## src/rtl/uart_pkg.sv

```systemverilog
// Shared constants, FSM encoding and byte-slot helper for the UART word receive path.
package uart_pkg;

    localparam int NB_DATA        = 32;
    localparam int NB_BYTE        = 8;
    localparam int N_BYTES        = NB_DATA / NB_BYTE;
    localparam int TIMEOUT_CYCLES = 40000;

    // IDLE means no partial word is held; COLLECT means 1..N_BYTES-1 bytes are held.
    typedef enum logic {
        IDLE    = 1'b0,
        COLLECT = 1'b1
    } rx_state_e;

    // Bit offset of byte slot 'slot' inside an nb_data-bit word.
    function automatic int slot_offset(input int slot, input bit lsb_first,
                                       input int nb_data, input int nb_byte);
        if (lsb_first) begin
            return slot * nb_byte;
        end
        return nb_data - nb_byte - slot * nb_byte;
    endfunction

endpackage

```

## src/rtl/uart_rx_word_assembler_if.sv

```systemverilog
// Byte-in / word-out bundle between the UART receiver, the assembler and its consumer.
interface uart_rx_word_assembler_if #(
    parameter int NB_DATA = uart_pkg::NB_DATA,
    parameter int NB_BYTE = uart_pkg::NB_BYTE
);
    localparam int NB_COUNT = $clog2(NB_DATA / NB_BYTE) + 1;

    logic [NB_BYTE-1:0]  i_rx_byte;
    logic                i_rx_done_pulse;
    logic                i_word_read;
    logic                i_flush;
    logic [NB_DATA-1:0]  o_word;
    logic                o_word_valid;
    logic [NB_COUNT-1:0] o_byte_count;
    logic                o_timeout_pulse;
    logic                o_overrun_pulse;
    logic                o_overrun;

    // Driver side: UART receiver plus the word consumer.
    modport master (
        output i_rx_byte, i_rx_done_pulse, i_word_read, i_flush,
        input  o_word, o_word_valid, o_byte_count, o_timeout_pulse, o_overrun_pulse, o_overrun
    );

    // Assembler side.
    modport slave (
        input  i_rx_byte, i_rx_done_pulse, i_word_read, i_flush,
        output o_word, o_word_valid, o_byte_count, o_timeout_pulse, o_overrun_pulse, o_overrun
    );

endinterface

```

## src/rtl/uart_rx_word_assembler_timeout.sv

```systemverilog
// Inter-byte silence counter: clear/enable counter that saturates and flags the last allowed cycle.
module rx_word_timeout #(
    parameter int NB_TIMEOUT     = 16,
    parameter int TIMEOUT_CYCLES = uart_pkg::TIMEOUT_CYCLES
) (
    input  logic i_clock,
    input  logic i_reset,
    input  logic i_clear,
    input  logic i_enable,
    output logic o_expired
);

    localparam bit                    ENABLED = (TIMEOUT_CYCLES != 0);
    localparam logic [NB_TIMEOUT-1:0] LIMIT   = NB_TIMEOUT'((TIMEOUT_CYCLES > 0) ? TIMEOUT_CYCLES - 1 : 0);

    // The configured limit has to be representable by the counter.
    if (TIMEOUT_CYCLES < 0 ||
        longint'(TIMEOUT_CYCLES) > ((longint'(1) << NB_TIMEOUT) - 1)) begin : g_bad_timeout
        $error("rx_word_timeout: TIMEOUT_CYCLES does not fit in NB_TIMEOUT bits");
    end

    logic [NB_TIMEOUT-1:0] count_q, count_d;

    // Next count: clear wins, otherwise count up while enabled and hold at all-ones.
    always_comb begin
        count_d = count_q;
        if (i_clear) begin
            count_d = '0;
        end else if (i_enable && (count_q != '1)) begin
            count_d = count_q + NB_TIMEOUT'(1);
        end
    end

    // Counter register.
    always_ff @(posedge i_clock or posedge i_reset) begin
        if (i_reset) begin
            count_q <= '0;
        end else begin
            count_q <= count_d;
        end
    end

    assign o_expired = ENABLED && (count_q == LIMIT);

endmodule

```

## src/rtl/uart_rx_word_assembler.sv

```systemverilog
// Assembles received UART bytes into words and holds the last word for a consumer.
module uart_rx_word_assembler #(
    parameter int NB_DATA        = uart_pkg::NB_DATA,
    parameter int NB_BYTE        = uart_pkg::NB_BYTE,
    parameter bit LSB_FIRST      = 1'b1,
    parameter int NB_TIMEOUT     = 16,
    parameter int TIMEOUT_CYCLES = uart_pkg::TIMEOUT_CYCLES
) (
    input  logic                     i_clock,
    input  logic                     i_reset,
    uart_rx_word_assembler_if.slave  bus
);

    import uart_pkg::rx_state_e;
    import uart_pkg::IDLE;
    import uart_pkg::COLLECT;
    import uart_pkg::slot_offset;

    localparam int                  N_SLOTS   = NB_DATA / NB_BYTE;
    localparam int                  NB_COUNT  = $clog2(N_SLOTS) + 1;
    localparam logic [NB_COUNT-1:0] LAST_SLOT = NB_COUNT'(N_SLOTS - 1);

    if ((NB_DATA % NB_BYTE) != 0 || N_SLOTS < 1) begin : g_bad_width
        $error("uart_rx_word_assembler: NB_DATA must be a positive multiple of NB_BYTE");
    end

    rx_state_e           state_q, state_d;
    logic [NB_COUNT-1:0] count_q, count_d;
    logic [NB_DATA-1:0]  shift_q, shift_d;
    logic [NB_DATA-1:0]  word_q, word_d;
    logic                valid_q, valid_d;
    logic                overrun_q, overrun_d;

    logic                byte_fire;
    logic                word_done;
    logic                expire;
    logic                tmr_expired;
    logic                tmr_clear;
    logic                tmr_enable;
    logic [NB_DATA-1:0]  assembled;
    int                  slot_off;

    // Qualify events: flush beats a coincident byte, and a byte beats an expiring timer.
    always_comb begin
        byte_fire = bus.i_rx_done_pulse && !bus.i_flush;
        word_done = byte_fire && (count_q == LAST_SLOT);
        expire    = (state_q == COLLECT) && !bus.i_rx_done_pulse && !bus.i_flush && tmr_expired;
    end

    // FSM state register.
    always_ff @(posedge i_clock or posedge i_reset) begin
        if (i_reset) begin
            state_q <= IDLE;
        end else begin
            state_q <= state_d;
        end
    end

    // FSM next state.
    always_comb begin
        state_d = state_q;
        if (bus.i_flush) begin
            state_d = IDLE;
        end else begin
            case (state_q)
                IDLE:    if (byte_fire && !word_done) state_d = COLLECT;
                COLLECT: if (word_done || expire)     state_d = IDLE;
                default: state_d = IDLE;
            endcase
        end
    end

    // FSM outputs: event pulses mark the cycle in which the event is decided.
    always_comb begin
        bus.o_timeout_pulse = expire;
        bus.o_overrun_pulse = word_done && valid_q && !bus.i_word_read;
    end

    // Timer runs only while a partial word is held; any byte or leaving COLLECT restarts it.
    assign tmr_clear  = bus.i_flush || bus.i_rx_done_pulse || (state_q == IDLE) || expire;
    assign tmr_enable = (state_q == COLLECT);

    rx_word_timeout #(
        .NB_TIMEOUT     (NB_TIMEOUT),
        .TIMEOUT_CYCLES (TIMEOUT_CYCLES)
    ) u_timeout (
        .i_clock   (i_clock),
        .i_reset   (i_reset),
        .i_clear   (tmr_clear),
        .i_enable  (tmr_enable),
        .o_expired (tmr_expired)
    );

    // Datapath next values: byte placement, partial-word bookkeeping and the holding register.
    always_comb begin
        slot_off  = slot_offset(int'(count_q), LSB_FIRST, NB_DATA, NB_BYTE);
        assembled = shift_q;
        assembled[slot_off +: NB_BYTE] = bus.i_rx_byte;

        count_d   = count_q;
        shift_d   = shift_q;
        word_d    = word_q;
        valid_d   = valid_q;
        overrun_d = overrun_q;

        if (bus.i_flush) begin
            count_d   = '0;
            shift_d   = '0;
            valid_d   = 1'b0;
            overrun_d = 1'b0;
        end else begin
            if (expire) begin
                count_d = '0;
                shift_d = '0;
            end else if (byte_fire) begin
                if (word_done) begin
                    count_d = '0;
                    shift_d = '0;
                end else begin
                    count_d = count_q + NB_COUNT'(1);
                    shift_d = assembled;
                end
            end

            // A read in the completing cycle frees the slot for the new word.
            if (word_done) begin
                if (!valid_q || bus.i_word_read) begin
                    word_d  = assembled;
                    valid_d = 1'b1;
                end else begin
                    overrun_d = 1'b1;
                end
            end else if (bus.i_word_read) begin
                valid_d = 1'b0;
            end
        end
    end

    // Datapath registers.
    always_ff @(posedge i_clock or posedge i_reset) begin
        if (i_reset) begin
            count_q   <= '0;
            shift_q   <= '0;
            word_q    <= '0;
            valid_q   <= 1'b0;
            overrun_q <= 1'b0;
        end else begin
            count_q   <= count_d;
            shift_q   <= shift_d;
            word_q    <= word_d;
            valid_q   <= valid_d;
            overrun_q <= overrun_d;
        end
    end

    assign bus.o_word       = word_q;
    assign bus.o_word_valid = valid_q;
    assign bus.o_byte_count = count_q;
    assign bus.o_overrun    = overrun_q;

endmodule

```

## src/flat_wrapper.sv

```systemverilog
// flat-port wrapper written by rule: the top's interface ports become plain ports
module uart_rx_word_assembler_flat import uart_pkg::rx_state_e; import uart_pkg::IDLE; import uart_pkg::COLLECT; import uart_pkg::slot_offset;
#(
    parameter int NB_DATA        = uart_pkg::NB_DATA,
    parameter int NB_BYTE        = uart_pkg::NB_BYTE,
    parameter bit LSB_FIRST      = 1'b1,
    parameter int NB_TIMEOUT     = 16,
    parameter int TIMEOUT_CYCLES = uart_pkg::TIMEOUT_CYCLES
)
  (i_clock, i_reset, bus_i_rx_byte, bus_i_rx_done_pulse, bus_i_word_read, bus_i_flush, bus_o_word, bus_o_word_valid, bus_o_byte_count, bus_o_timeout_pulse, bus_o_overrun_pulse, bus_o_overrun);
  uart_rx_word_assembler_if #(.NB_DATA(NB_DATA), .NB_BYTE(NB_BYTE)) bus_i ();
  input  logic i_clock;
  input  logic i_reset;
  input wire logic [$bits(bus_i.i_rx_byte)-1:0] bus_i_rx_byte;
  input wire logic [$bits(bus_i.i_rx_done_pulse)-1:0] bus_i_rx_done_pulse;
  input wire logic [$bits(bus_i.i_word_read)-1:0] bus_i_word_read;
  input wire logic [$bits(bus_i.i_flush)-1:0] bus_i_flush;
  output wire logic [$bits(bus_i.o_word)-1:0] bus_o_word;
  output wire logic [$bits(bus_i.o_word_valid)-1:0] bus_o_word_valid;
  output wire logic [$bits(bus_i.o_byte_count)-1:0] bus_o_byte_count;
  output wire logic [$bits(bus_i.o_timeout_pulse)-1:0] bus_o_timeout_pulse;
  output wire logic [$bits(bus_i.o_overrun_pulse)-1:0] bus_o_overrun_pulse;
  output wire logic [$bits(bus_i.o_overrun)-1:0] bus_o_overrun;
  assign bus_i.i_rx_byte = bus_i_rx_byte;
  assign bus_i.i_rx_done_pulse = bus_i_rx_done_pulse;
  assign bus_i.i_word_read = bus_i_word_read;
  assign bus_i.i_flush = bus_i_flush;
  assign bus_o_word = bus_i.o_word;
  assign bus_o_word_valid = bus_i.o_word_valid;
  assign bus_o_byte_count = bus_i.o_byte_count;
  assign bus_o_timeout_pulse = bus_i.o_timeout_pulse;
  assign bus_o_overrun_pulse = bus_i.o_overrun_pulse;
  assign bus_o_overrun = bus_i.o_overrun;
  uart_rx_word_assembler #(.NB_DATA(NB_DATA), .NB_BYTE(NB_BYTE), .LSB_FIRST(LSB_FIRST), .NB_TIMEOUT(NB_TIMEOUT), .TIMEOUT_CYCLES(TIMEOUT_CYCLES)) u_core (.i_clock(i_clock), .i_reset(i_reset), .bus(bus_i));
endmodule
```

## config.mk

```make
export PLATFORM = sky130hd
export DESIGN_NAME = uart_rx_word_assembler_flat
export DESIGN_NICKNAME = d
export VERILOG_FILES = /design/src/rtl/uart_pkg.sv /design/src/rtl/uart_rx_word_assembler_if.sv /design/src/rtl/uart_rx_word_assembler_timeout.sv /design/src/rtl/uart_rx_word_assembler.sv /design/src/flat_wrapper.sv
export SDC_FILE = /design/constraint.sdc
export NUM_CORES = 1
export LEC_CHECK = 0
export CAP_MARGIN = 20
export CORE_MARGIN = 3
export CORE_UTILIZATION = 57
export CTS_BUF_LIST = sky130_fd_sc_hd__clkbuf_4
export CTS_CLUSTER_SIZE = 8
export DETAILED_ROUTE_END_ITERATION = 6
export PLACE_DENSITY = 0.87
export SLEW_MARGIN = 30
export SYNTH_ARGS = -nofsm -noshare
export SYNTH_HDL_FRONTEND = slang
export SYNTH_SLANG_ARGS = --single-unit
```

## constraint.sdc

```tcl
create_clock -name i_clock -period 4.3 [get_ports i_clock]
set_input_delay 1.29 -clock i_clock [delete_from_list [all_inputs] [get_ports i_clock]]
set_output_delay 1.29 -clock i_clock [all_outputs]
set_load 0.005 [all_outputs]
```

After elaboration in Yosys (flattened, before gate mapping)
Index checks and enable logic that the tools add are counted.
{"block": "totals", "n_memories": 0, "mem_bits_rw": 0, "regBits": 86, "input_bits": 13, "latch_bits": 0, "mem_bits_ro": 0}
{"block": "classes", "div_mod_pow": 0, "shift": 2, "eq_ne": 5, "order_cmp": 0, "n_bitwise": 2, "mux": 22, "reduce_logical": 26, "n_mul": 0, "addsub": 3}
{"operator": "2-to-1 mux 32 bit", "count": 4}
{"operator": "negator 6 -> 33 bit", "count": 1}
{"operator": "variable shift 8 x 33 -> 32 bit, first input constant", "count": 1}
{"operator": "variable part select 8 x 33 -> 32 bit", "count": 1}
{"operator": "bitwise mux 32 bit", "count": 1}
{"operator": "2-to-1 mux 16 bit", "count": 2}
{"operator": "adder 16 x 1 -> 16 bit, second input constant", "count": 1}
{"operator": "== test 16 bit, second input constant", "count": 1}
{"operator": "inequality test 16 bit, second input constant", "count": 1}
{"operator": "2-to-1 mux 3 bit", "count": 4}
{"operator": "2-to-1 mux 1 bit", "count": 10}
{"operator": "logical AND 1 bit", "count": 9}
{"operator": "nonzero test 3 bit", "count": 2}
{"operator": "zero test 1 bit", "count": 5}
{"operator": "logical OR 1 bit", "count": 5}
{"operator": "AND reduction 2 bit", "count": 2}
{"operator": "nonzero test 2 bit", "count": 2}
{"operator": "adder 3 x 1 -> 3 bit, second input constant", "count": 1}
{"operator": "== test 3 x 2 -> 1 bit, second input constant", "count": 1}
{"operator": "inequality test 3 bit, second input constant", "count": 1}
{"operator": "AND reduction 3 bit", "count": 1}
{"operator": "inequality test 2 bit, second input constant", "count": 1}
{"operator": "inverter 1 bit", "count": 2}
{"operator": "case mux 1 bit (2 select lines)", "count": 1}

Logic depth before layout (Yosys ltp)
{"block": "depth", "depth_word": 8, "mapped_depth": 9, "depth_no_buf": 7}

By module
Synthesis repeated with hierarchy kept, for this count alone.
{"block": "unflattened", "cells_unflattened": 369, "hier_area_um2": 3961.3}
{"module": "uart_rx_word_assembler", "instances": 1, "area_per_inst_um2": 3024.2, "cells_per_inst": 272}
{"module": "rx_word_timeout", "instances": 1, "area_per_inst_um2": 937.1, "cells_per_inst": 97}

Worst setup path before layout
No wires, ideal clock.
{"block": "synth_timing", "kind": "in2out", "from": "input port bus_i_rx_done_pulse", "to": "output port bus_o_timeout_pulse", "n_path_buf": 1, "setup_slack_ns": 1.066, "arrival_time_ns": 1.944, "path_stages": 3, "path_cell_list": "clkbuf_1 -> or2_2 -> nor3_1"}
{"block": "synth_between", "elab_chain_cells": 4}
{"element": "from (decl)", "line": "flat_wrapper.sv:15", "rtl": "input wire logic [$bits(bus_i.i_rx_done_pulse)-1:0] bus_i_rx_done_pulse;"}
{"element": "zero test 1 bit", "line": "uart_rx_word_assembler.sv:47", "rtl": "expire = (state_q == COLLECT) && !bus.i_rx_done_pulse && !bus.i_flush && tmr_expired;"}
{"element": "logical AND 1 bit (3 in series)", "line": "uart_rx_word_assembler.sv:47"}
{"element": "to (decl)", "line": "flat_wrapper.sv:21", "rtl": "output wire logic [$bits(bus_i.o_timeout_pulse)-1:0] bus_o_timeout_pulse;"}
No other way between the ends.

Worst setup path after layout
{"block": "layout_timing", "from": "input port bus_i_word_read", "to": "output port bus_o_overrun_pulse"}
{"block": "layout_between", "elab_chain_cells": 2}
{"element": "from (decl)", "line": "flat_wrapper.sv:16", "rtl": "input wire logic [$bits(bus_i.i_word_read)-1:0] bus_i_word_read;"}
{"element": "zero test 1 bit", "line": "uart_rx_word_assembler.sv:76", "rtl": "bus.o_overrun_pulse = word_done && valid_q && !bus.i_word_read;"}
{"element": "logical AND 1 bit", "line": "uart_rx_word_assembler.sv:76"}
{"element": "to (decl)", "line": "flat_wrapper.sv:22", "rtl": "output wire logic [$bits(bus_i.o_overrun_pulse)-1:0] bus_o_overrun_pulse;"}
No other way between the ends.

==> results.md <==
- The number of vias per cell is 5.931.
- The total overflow reported by the global router is 0.
- Synthesis instantiated 40 different standard cells from the library.
- Yosys printed 0 warnings.
- The average size of a mapped cell is 10.21 sq um.
- The initial utilization of the core area, before any placement, comes to 0.5934.
- The area share of the largest cell type after synthesis is 0.5309.
- The post-detailed-placement half-perimeter wirelength is 6405 microns.
- The total negative setup slack is 0 ns.
- Setup violations remaining at the end of the flow were counted as 0.
- The post-route clock skew is 0.01641 ns.
- By area the synthesized netlist is led by sky130_fd_sc_hd__dfrtp_1, sky130_fd_sc_hd__mux2i_1, sky130_fd_sc_hd__nand2_1.
- The highest attainable clock frequency is 239.4 MHz.
- The die height is 90.34 microns.
- The cell taking the most area after synthesis is sky130_fd_sc_hd__dfrtp_1.
- The final standard cell area without fillers is 0.004810 sq mm.
- The number of clock buffers added by TritonCTS is 9.
- The number of buffer cells added on primary ports is 51.
- Wires add up to 8963 microns.
- By instance count, the leading cell after synthesis is sky130_fd_sc_hd__dfrtp_1.
- The tightest min-delay check is of the flop to flop type.
- The first-pass GRT wire length is 15150 microns.
- The later pin in the worst-skew pair is clocked with a latency of 0.45 ns.
- The number of antenna repair diodes is 0.
- The CTS root buffer is sky130_fd_sc_hd__clkbuf_4.
- The area of the die is 0.008160 sq mm.
- The static power due to leakage is 0.001913 uW.
- TritonCTS built the clock tree.
- The number of rows in the core area is 30.
- The hold path depth is 2.
- Data on the critical path is required at its endpoint by 3.01 ns.
- Setup repair after global routing left no endpoint under its margin.
- The pin count of the biggest net entering global routing is 65.
- CTS built an H-tree with a depth of 3.
- The worst-case IR drop observed on VDD is 167.7 uV.
- The share of synthesized registers carrying an async set or reset is 1.000.
- Overall power consumption after layout is estimated at 1461 uW.
- The primary flip-flop cell chosen by synthesis mapping is sky130_fd_sc_hd__dfrtp_1.
- The analysis attributes to net switching a power of 419.9 uW.
- The via count of the first global-routing pass is 3168.
- The switching share of power is 0.2875.
- Internal power comes to 1041 uW.
- The number of nets at the end of the flow is 466.
- The first routing iteration left 294 violations.
- The number of routed nets with antenna violations is 0.
- For the worst setup path, the data arrival time is 2.89 ns.
- The synthesized design contains 86 register bits.
- No sink is reached through more buffers than the 2 on the longest clock path.
- The global router's overall resource usage is 0.2309.
- The placeable core region is 0.006832 sq mm.
- For this block, the via count after detailed routing is 3262.
- The startpoint type of the worst setup path is a primary input.
- For this run, the detailed router's first-pass iteration total came to 7.
- Dividing the detail-routed wire length by the instance count gives 16.30 microns.
- The final hold violation count was 0.
- Clock-pin slew was measured on the worst setup and hold paths at 0.14 ns.
- The peak fanout along the critical path is 3.
- The critical path endpoint category is an output port.
- The share of total power dissipated in combinational logic is 0.127.
- The critical path is of the primary input to output port type.
- The number of nets handed over by synthesis was 414.
- The placement-stage cell area is 0.004681 sq mm.
- The layout filler cell count is 538.
- The flow ran to the end, and the final reports show no timing, DRC or antenna violations.
- The power per unit of standard cell area is 303.7 mW/mm^2.
- Counting instances in the post-synthesis netlist gives the leading cell types as sky130_fd_sc_hd__dfrtp_1, sky130_fd_sc_hd__nand2_1, sky130_fd_sc_hd__o21ai_0.
- The post-route DRC violation count is 0.
- The worst-case hold slack is 0.4956 ns.
- The number of antenna violations at the first check in global routing came to 0.
- CTS saw 86 sinks.
- From synthesis to final layout, the design area changed by 18.64%.
- The number of pins with negative max-slew slack in the final report is 0.
- The cell count after synthesis came out at 397.
- Max-cap violations in this run came to 0.
- The footprint of the multi-input gates is 0.001799 sq mm.
- 52 I/O pins were placed.
- The clock period minus worst slack is 4.178 ns.
- In the final layout, the share of cells above drive strength 1 is 0.08150.
- The portion of total power attributed to the clock network is 0.292.
- The portion of the post-synthesis area used by sequential elements is 0.5309.
- The synthesized design contains 0 enable-type register cells.
- The routability congestion estimate is 0.8247.
- Of the available clock period, the critical path in the final layout requires 0.9715.
- The summed instance area of the synthesized netlist is 0.004054 sq mm.
- The slew of the pin with the lowest slew margin is 0.8029 ns.
- The number of cells on the worst reg-to-reg path is 7.
- The die width is 90.34 microns.
- The power share of the sequential group is 0.582.
- Registers take 0.002152 sq mm.
- Measured against its own limit, the worst slew margin works out to 0.4603.
layout make-up:
| cell class | count | area share |
|---|---|---|
| multi-input combinational | 283 | 0.3741 |
| inverter | 9 | 0.007284 |
| clock buffer | 9 | 0.01405 |
| tap | 96 | 0.02497 |
| clock inverter | 7 | 0.01197 |
| timing repair buffer | 60 | 0.1202 |
| sequential | 86 | 0.4475 |
registers in the layout, indices dropped and copies added, names as in the netlist:
signal and flops:
u_core.u_timeout.count_q 16, u_core.bus.o_word_valid 1, u_core.bus.o_byte_count 3, u_core.state_q 1
u_core.bus.o_word 32, u_core.bus.o_overrun 1, u_core.shift_q 32
cells in the final DEF, fill, tap and decap left out, drive strengths merged, types with 2 or more instances in the layout:
| cell | synthesis | routed |
|---|---|---|
| a21o | 3 | 3 |
| a21oi | 14 | 14 |
| a22o | 16 | 16 |
| a31oi | 2 | 2 |
| and2 | 10 | 10 |
| and3 | 3 | 3 |
| and4b | 2 | 2 |
| buf | 5 | 9 |
| clkbuf | 14 | 9 |
| clkdlybuf4s50 | 0 | 51 |
| clkinv | 0 | 3 |
| clkinvlp | 0 | 2 |
| dfrtp | 86 | 86 |
| ha | 4 | 4 |
| inv | 9 | 11 |
| mux2i | 34 | 34 |
| nand2 | 68 | 68 |
| nand2b | 2 | 2 |
| nand3 | 7 | 7 |
| nand4 | 6 | 6 |
| nor2 | 10 | 10 |
| nor3 | 9 | 9 |
| nor4 | 5 | 5 |
| o211ai | 2 | 2 |
| o21ai | 39 | 39 |
| o22ai | 16 | 16 |
| o31ai | 7 | 7 |
| o41ai | 2 | 2 |
| or2 | 2 | 2 |
| or3 | 5 | 5 |
| or4 | 7 | 7 |
| or4b | 3 | 3 |
cells by family (layout without fill, tap and decap cells):
group	Yosys count	after routing	synth area share
adders and majority gates	4	4	0.01235
xor gates and xnor gates	1	1	0.002161
DFF	86	86	0.5309
muxes	34	34	0.08395
AOI/OAI and AO/OA	102	102	0.1580
buffers and inverters	28	85	0.02778
and+or+nand+nor	142	142	0.1849
layer usage:
layer,part of all wire,global-route usage
met4,0.022,0.08418
met3,0.058,0.04833
met2,0.51,0.4007
met1,0.41,0.2854
met5,0,0
metrics by stage:
stage,setup slack [ns],util,instances
after floorplan,0.7882,-,397
after global placement,0.2533,0.6852,534
after detailed placement,0.1264,0.6852,534
after CTS,0.06504,0.7035,550
after global routing,0.04718,0.7040,550
final,0.1225,0.7040,550
repair_timing:
action	in CTS	in global routing
gates resized for setup	0	1
setup buffers	0	0
endpoints found under the setup margin	0	1
hold buffers	0	0
final timing paths:
| check | to | from | slack [ns] |
|---|---|---|---|
| worst max-delay path | bus_o_overrun_pulse | bus_i_word_read | 0.12 |
| worst min-delay path | u_core.bus.o_word[25] | u_core.bus.o_word[25] | 0.50 |
| worst max register to register | u_core.shift_q[3] | u_core.bus.o_byte_count[0] | 1.34 |
| worst min register to register | u_core.bus.o_word[25] | u_core.bus.o_word[25] | 0.50 |
| max in group asynchronous | u_core.bus.o_word[6] | i_reset | 2.44 |
| min in group asynchronous | u_core.bus.o_word[27] | i_reset | 1.12 |
critical path: stages:
cell                              delay (ns)
sky130_fd_sc_hd__clkdlybuf4s50_1        0.39
sky130_fd_sc_hd__nand2b_1               0.17
sky130_fd_sc_hd__nor4_1                 0.42
sky130_fd_sc_hd__clkdlybuf4s50_1        0.62
power groups by stage:
| stage | registers, uW | clock network (uW) | logic (uW) |
|---|---|---|---|
| 3_3_place_gp | 864 | 0 | 181 |
| 3_5_place_dp | 865 | 0 | 185 |
| 6_report | 850 | 426 | 185 |
| 5_1_grt | 854 | 466 | 202 |
| 2_1_floorplan | 859 | 0 | 111 |
| 4_1_cts | 850 | 429 | 186 |
No activity file was read; power rests on OpenSTA's default activity.
